## src/rtl/pipe_stage_skid.sv

```systemverilog
// Generic pipeline-stage register with valid/ready, flush and bubble.
// Ports: clk, rst, flush, bubble, in_*, out_*, occupancy (entries held).
module pipe_stage_skid #(
  parameter int unsigned DATA_W          = 32,
  parameter int unsigned SKID            = 0,
  parameter int unsigned ZERO_ON_INVALID = 1
) (
  input  logic              clk,
  input  logic              rst,
  input  logic              flush,
  input  logic              bubble,
  input  logic              in_valid,
  output logic              in_ready,
  input  logic [DATA_W-1:0] in_data,
  output logic              out_valid,
  input  logic              out_ready,
  output logic [DATA_W-1:0] out_data,
  output logic [1:0]        occupancy
);

  localparam bit ZOI = (ZERO_ON_INVALID != 0);

  logic acc;
  logic take;

  assign acc  = in_valid & in_ready;
  assign take = out_valid & out_ready;

  if (SKID == 0) begin : g_single

    logic              m_v;
    logic [DATA_W-1:0] m_data;

    // Ready looks through to out_ready so a full
    // register can refill in the cycle it drains.
    assign in_ready = ~flush & ~bubble
                    & (~m_v | out_ready);

    always_ff @(posedge clk) begin
      if (rst) begin
        m_v    <= 1'b0;
        m_data <= '0;
      end else if (flush) begin
        m_v <= 1'b0;
        if (ZOI) m_data <= '0;
      end else begin
        m_v <= acc | (m_v & ~out_ready);
        if (acc) begin
          m_data <= in_data;
        end else if (ZOI && take) begin
          m_data <= '0;
        end
      end
    end

    assign out_valid = m_v;
    assign out_data  = m_data;
    assign occupancy = {1'b0, m_v};

  end else begin : g_skid

    typedef enum logic [1:0] {
      EMPTY = 2'd0,
      ONE   = 2'd1,
      FULL  = 2'd2
    } state_t;

    state_t            st_q;
    state_t            st_d;
    logic [DATA_W-1:0] m_q;
    logic [DATA_W-1:0] m_d;
    logic [DATA_W-1:0] s_q;
    logic [DATA_W-1:0] s_d;
    logic              m_v;
    logic              s_v;

    assign m_v = (st_q != EMPTY);
    assign s_v = (st_q == FULL);

    // Registered-only ready: the skid entry
    // absorbs the word that arrives while
    // downstream stalls.
    assign in_ready = ~s_v & ~flush & ~bubble;

    always_ff @(posedge clk) begin
      if (rst) begin
        st_q <= EMPTY;
        m_q  <= '0;
        s_q  <= '0;
      end else begin
        st_q <= st_d;
        m_q  <= m_d;
        s_q  <= s_d;
      end
    end

    always_comb begin
      st_d = st_q;
      m_d  = m_q;
      s_d  = s_q;
      if (flush) begin
        st_d = EMPTY;
        if (ZOI) begin
          m_d = '0;
          s_d = '0;
        end
      end else begin
        case (st_q)
          EMPTY: begin
            if (acc) begin
              st_d = ONE;
              m_d  = in_data;
            end
          end
          ONE: begin
            if (acc && take) begin
              m_d = in_data;
            end else if (acc) begin
              st_d = FULL;
              s_d  = in_data;
            end else if (take) begin
              st_d = EMPTY;
              if (ZOI) m_d = '0;
            end
          end
          FULL: begin
            if (take) begin
              st_d = ONE;
              m_d  = s_q;
              if (ZOI) s_d = '0;
            end
          end
          default: begin
            st_d = EMPTY;
          end
        endcase
      end
    end

    assign out_valid = m_v;
    assign out_data  = m_q;
    assign occupancy = {1'b0, m_v}
                     + {1'b0, s_v};

  end

endmodule

```

## config.mk

```make
export PLATFORM = sky130hd
export DESIGN_NAME = pipe_stage_skid
export DESIGN_NICKNAME = d
export VERILOG_FILES = /design/src/rtl/pipe_stage_skid.sv
export SDC_FILE = /design/constraint.sdc
export NUM_CORES = 1
export LEC_CHECK = 0
export CORE_ASPECT_RATIO = 0.5
export CORE_MARGIN = 5
export CORE_UTILIZATION = 37
export DETAILED_ROUTE_END_ITERATION = 10
export PLACE_DENSITY_LB_ADDON = 0.3
export SKIP_CTS_REPAIR_TIMING = 1
export SLEW_MARGIN = 20
export SYNTH_ARGS = -nofsm -noshare
export SYNTH_HDL_FRONTEND = slang
export SYNTH_SLANG_ARGS = --single-unit
```

## constraint.sdc

```tcl
create_clock -name clk -period 2.4 [get_ports clk]
set_clock_uncertainty 0.2 [all_clocks]
set_input_delay 0.48 -clock clk [delete_from_list [all_inputs] [get_ports clk]]
set_output_delay 0.48 -clock clk [all_outputs]
set_load 0.005 [all_outputs]
```

* Yosys cells after proc, flatten, opt, wreduce, memory -nomap -nowiden
Cells that the tools add are included.
** Storage, ports and cells
- Word-level logic and storage cells :: 17
- Register bits after elaboration :: 33
- Output and inout bits :: 36
** Operators by class
- Muxes and demuxes :: 2
- Reductions and logical operators :: 2
- Bitwise gates (word level) :: 11
** Operators with widths (number)
- 32-bit two-way mux :: 2
- 1-bit AND :: 5
- 1-bit NOT :: 4
- 1-bit OR :: 2
- 2-bit nonzero test :: 1
- 2-bit OR reduction :: 1

* Logic depth before layout (Yosys ltp)
- Word-level depth :: 5
- Mapped depth :: 4
- Mapped depth without buffers :: 3

* Worst setup path after synthesis
No wires, ideal clock.
- Kind :: input to register
- Start point :: input port flush
- End point :: register g_single.m_data[21] (netlist: out_data[21])
- Setup time :: 0.057 ns
- Required time :: 2.143 ns
- Stages on the path :: 4
- Setup slack :: 0.763 ns
- Arrival :: 1.380 ns
- Path through :: or3b_4 -> nor3_4 -> buf_6 -> a22o_2
** Between the ends
- Word-level cells in the longest chain between the ends :: 5
- Elaborated cells between the ends (all ways) :: 7
** Ends and longest elaborated chain
- start: declaration :: line 10 : input logic flush,
- 1-bit NOT :: line 36 : assign in_ready = ~flush & ~bubble
- 1-bit AND :: line 36
- 1-bit AND :: line 37 : & (~m_v | out_ready);
- 1-bit AND :: line 26 : assign acc = in_valid & in_ready;
- 32-bit two-way mux or 2-bit nonzero test (tied branches)
- end signal: assignment :: line 49 : m_data <= in_data;
- end: declaration :: line 32 : logic [DATA_W-1:0] m_data;
Parallel ways exist; a longest one is shown, timed or not.
A chain may end at the register's enable or synchronous reset.

* Worst setup path in the final report
- Start point :: input port out_ready
- End point :: output port in_ready
** Between the ends
- Word-level cells in the longest chain between the ends :: 2
** Ends and longest elaborated chain
- start: declaration :: line 16 : input logic out_ready,
- 1-bit OR :: line 37
- 1-bit AND :: line 37
- end: declaration :: line 13 : output logic in_ready,
Every way passes these cells.

==> results.toml <==
[finish]
areaGrowthSynthToFinish_pct = 79.71
n_antenna_cell = 0
final_nets = 199
fin_area_mm2 = 0.002006
drive_above_1_share_pct = 20.37
finalNonFillerCells = 202

[detailed_routing]
vias_per_cell = 4.851
dr_wl_met2_um = 1724
drt-total-wl_um = 3180
drt_iter0_markers = 67
drc = 0
antenna_left = 0
met1Wirelength_um = 1296
wl_per_cell_um = 15.74
firstDrtPassIters = 4
dr.max_layer_used = "met4"
dr_total_vias = 980
met3WireLength_um = 140

[setup_path]
critPathKind = "in2out"
cp_data_required_time_ns = 1.72
path_max_fanout = 2
cp-start-kind = "input pin"
arrival_ns = 1.42
endpoint_kind = "primary output"

[grt]
grt_first_pass_wirelength_um = 5037
grt_pass1_vias = 995
track_usage_pct = 15.28
grt_max_degree = 33
overflow = 0
antenna_found_initial = 0

[power]
p_sw_share_pct = 21.15
power_density_mw_per_mm2 = 612.7
ir_drop_uv = 425.6
p_leak_nw = 0.7779
p_sw_w = 0.0002600
intPower_w = 0.0009690
seqPwrFrac_pct = 46.2
clock_power_share_pct = 42.5
combPwrFrac_pct = 11.3
total_power_w = 0.001229

[synthesis]
synthSimpleGateAreaFrac_pct = 4.709
yosys.area_share.adder_pct = 0
synth.mux.area_fraction_pct = 0
synth_compound_area_share_pct = 29.71
synth_xor_xnor_area_share_pct = 0
yosysUniqueCellTypes = 15
synth_seq_cells = 33
synthesis.instances = 83
synth_top_cell_area_share_pct = 59.19
seq_area_frac_synth_pct = 59.19
synth_top_family_by_area = "compound AO/OA/AOI/OAI gates"
syn-num-nets = 121
synth_largest_area_cell = "dfxtp_1"
netlist_area_mm2 = 0.001116
synth.yosys.warnings = 0
avgSynthCellArea_um2 = 13.45
synthTopCellsByArea = "dfxtp_1, a22o_2, a22o_1"

[worst_hold_path]
hold_path.class = "reg2reg"

[timing]
finalCriticalPeriod_ns = 2.100
rsz0062_at_grt = "no"
whs_ns = 0.2780
period_share_pct = 87.48
finalSetupViolCount = 0
final_max_slew_viol_count = 0
fmax_mhz = 476.3
hold_violations = 0

[floorplanning]
fp-row-count = 14
dieArea_mm2 = 0.004281
die_h_um = 48.84
coreArea_mm2 = 0.002943
die_w_um = 87.67
io_pins = 74
start_util_pct = 37.93

[clock_network]
cts-root-buf = "clkbuf_8"
cts_inserted_buffers = 5
worstSkewPairLatency_ns = 0.28
cts.sinks = 33
cts_tree = "done"
clkTransAtPathRegs_ns = 0.07
htree_levels = 2
clk_path_buf_depth = 2

[place]
routabilityCongestion = 0.6930
io_buffers = 72
place_area_mm2 = 0.001888
placedCellCount = 194
dp_hpwl_um = 2385

[flow_run]
max_cap_viol_count = 0

[outcome]
status = "completed"
-- cell families (layout without fill, tap and decap cells) --
logic type,count (synthesis),after routing
AOI/OAI and AO/OA,34,34
buffers and inverters,9,88
DFF,33,33
other,1,1
and+or+nand+nor,6,6
-- final cells by class --
cell class / instances / area [um2]
Tap cell: 40 / 50.05
Fill cell: 224 / 937.1
Clock inverter: 3 / 46.29
Timing Repair Buffer: 79 / 788.3
Sequential cell: 33 / 660.6
Multi-Input combinational cell: 41 / 387.9
Inverter: 1 / 3.754
Clock buffer: 5 / 68.82
-- per-layer routing --
metal / vias up / GRT usage (%)
met4: 0 / 4.592
met2: 25 / 27.50
li1: 471 / -
met3: 2 / 4.722
met1: 482 / 17.20
met5: - / 0
-- flip-flops by register name (all words and copies together), names as in the netlist --
| name | cells |
|---|---|
| out_valid | 1 |
| out_data | 32 |
-- cells in the final DEF, fill, tap and decap left out --
master	synthesis	layout
clkbuf_8	0	5
a22o_1	17	17
a22o_2	15	15
and2b_1	1	1
buf_12	0	1
clkdlybuf4s50_1	0	71
clkinv_4	0	1
conb_1	1	1
dfxtp_1	33	33
inv_1	1	1
a21oi_1	1	1
bufinv_16	0	1
nor3b_1	1	1
or3b_4	1	1
clkinvlp_4	0	1
nor3_4	1	1
a2111oi_4	1	1
nor3_1	2	2
dlymetal6s2s_1	0	1
buf_4	2	6
-- critical path, stage by stage --
cell	delay, ns
clkdlybuf4s50_1	0.49
and2b_1	0.20
nor3_1	0.11
dlymetal6s2s_1	0.14
-- synth_stat cells (all sizes together) --
cell     instances
or3b             1
buf              8
a21oi            1
conb             1
nor3             3
inv              1
dfxtp           33
a22o            32
nor3b            1
a2111oi          1
and2b            1
-- path summary, 6_finish.rpt --
check	startpoint	endpoint	slack, ns	depth (start not counted)
max	out_ready	in_ready	0.30	4
max reg2reg	out_valid	out_data[1]	0.83	5
min reg2reg	out_data[21]	out_data[21]	0.28	1
min	out_data[21]	out_data[21]	0.28	1
-- per-stage QoR --
| stage | TNS, ns | setup slack [ns] | utilization (%) |
|---|---|---|---|
| floorplan | 0 | 0.7626 | - |
| global placement | -0.06449 | -0.06449 | 64.16 |
| detailed placement | -0.08698 | -0.08698 | 64.16 |
| CTS | -0.08557 | -0.08557 | 68.07 |
| global route | 0 | 0.2348 | 68.15 |
| finish | 0 | 0.3005 | 68.15 |
-- power groups by stage --
stage	combinational (W)	sequential (W)	clock [W]
finish	0.000138	0.000568	0.000523
global route	0.000147	0.000569	0.000565
CTS	0.000140	0.000568	0.000539
detailed placement	0.000139	0.000580	0
global placement	0.000136	0.000580	0
floorplan	0.0000361	0.000581	0
Note: power is estimated with default switching activity, not from simulation.
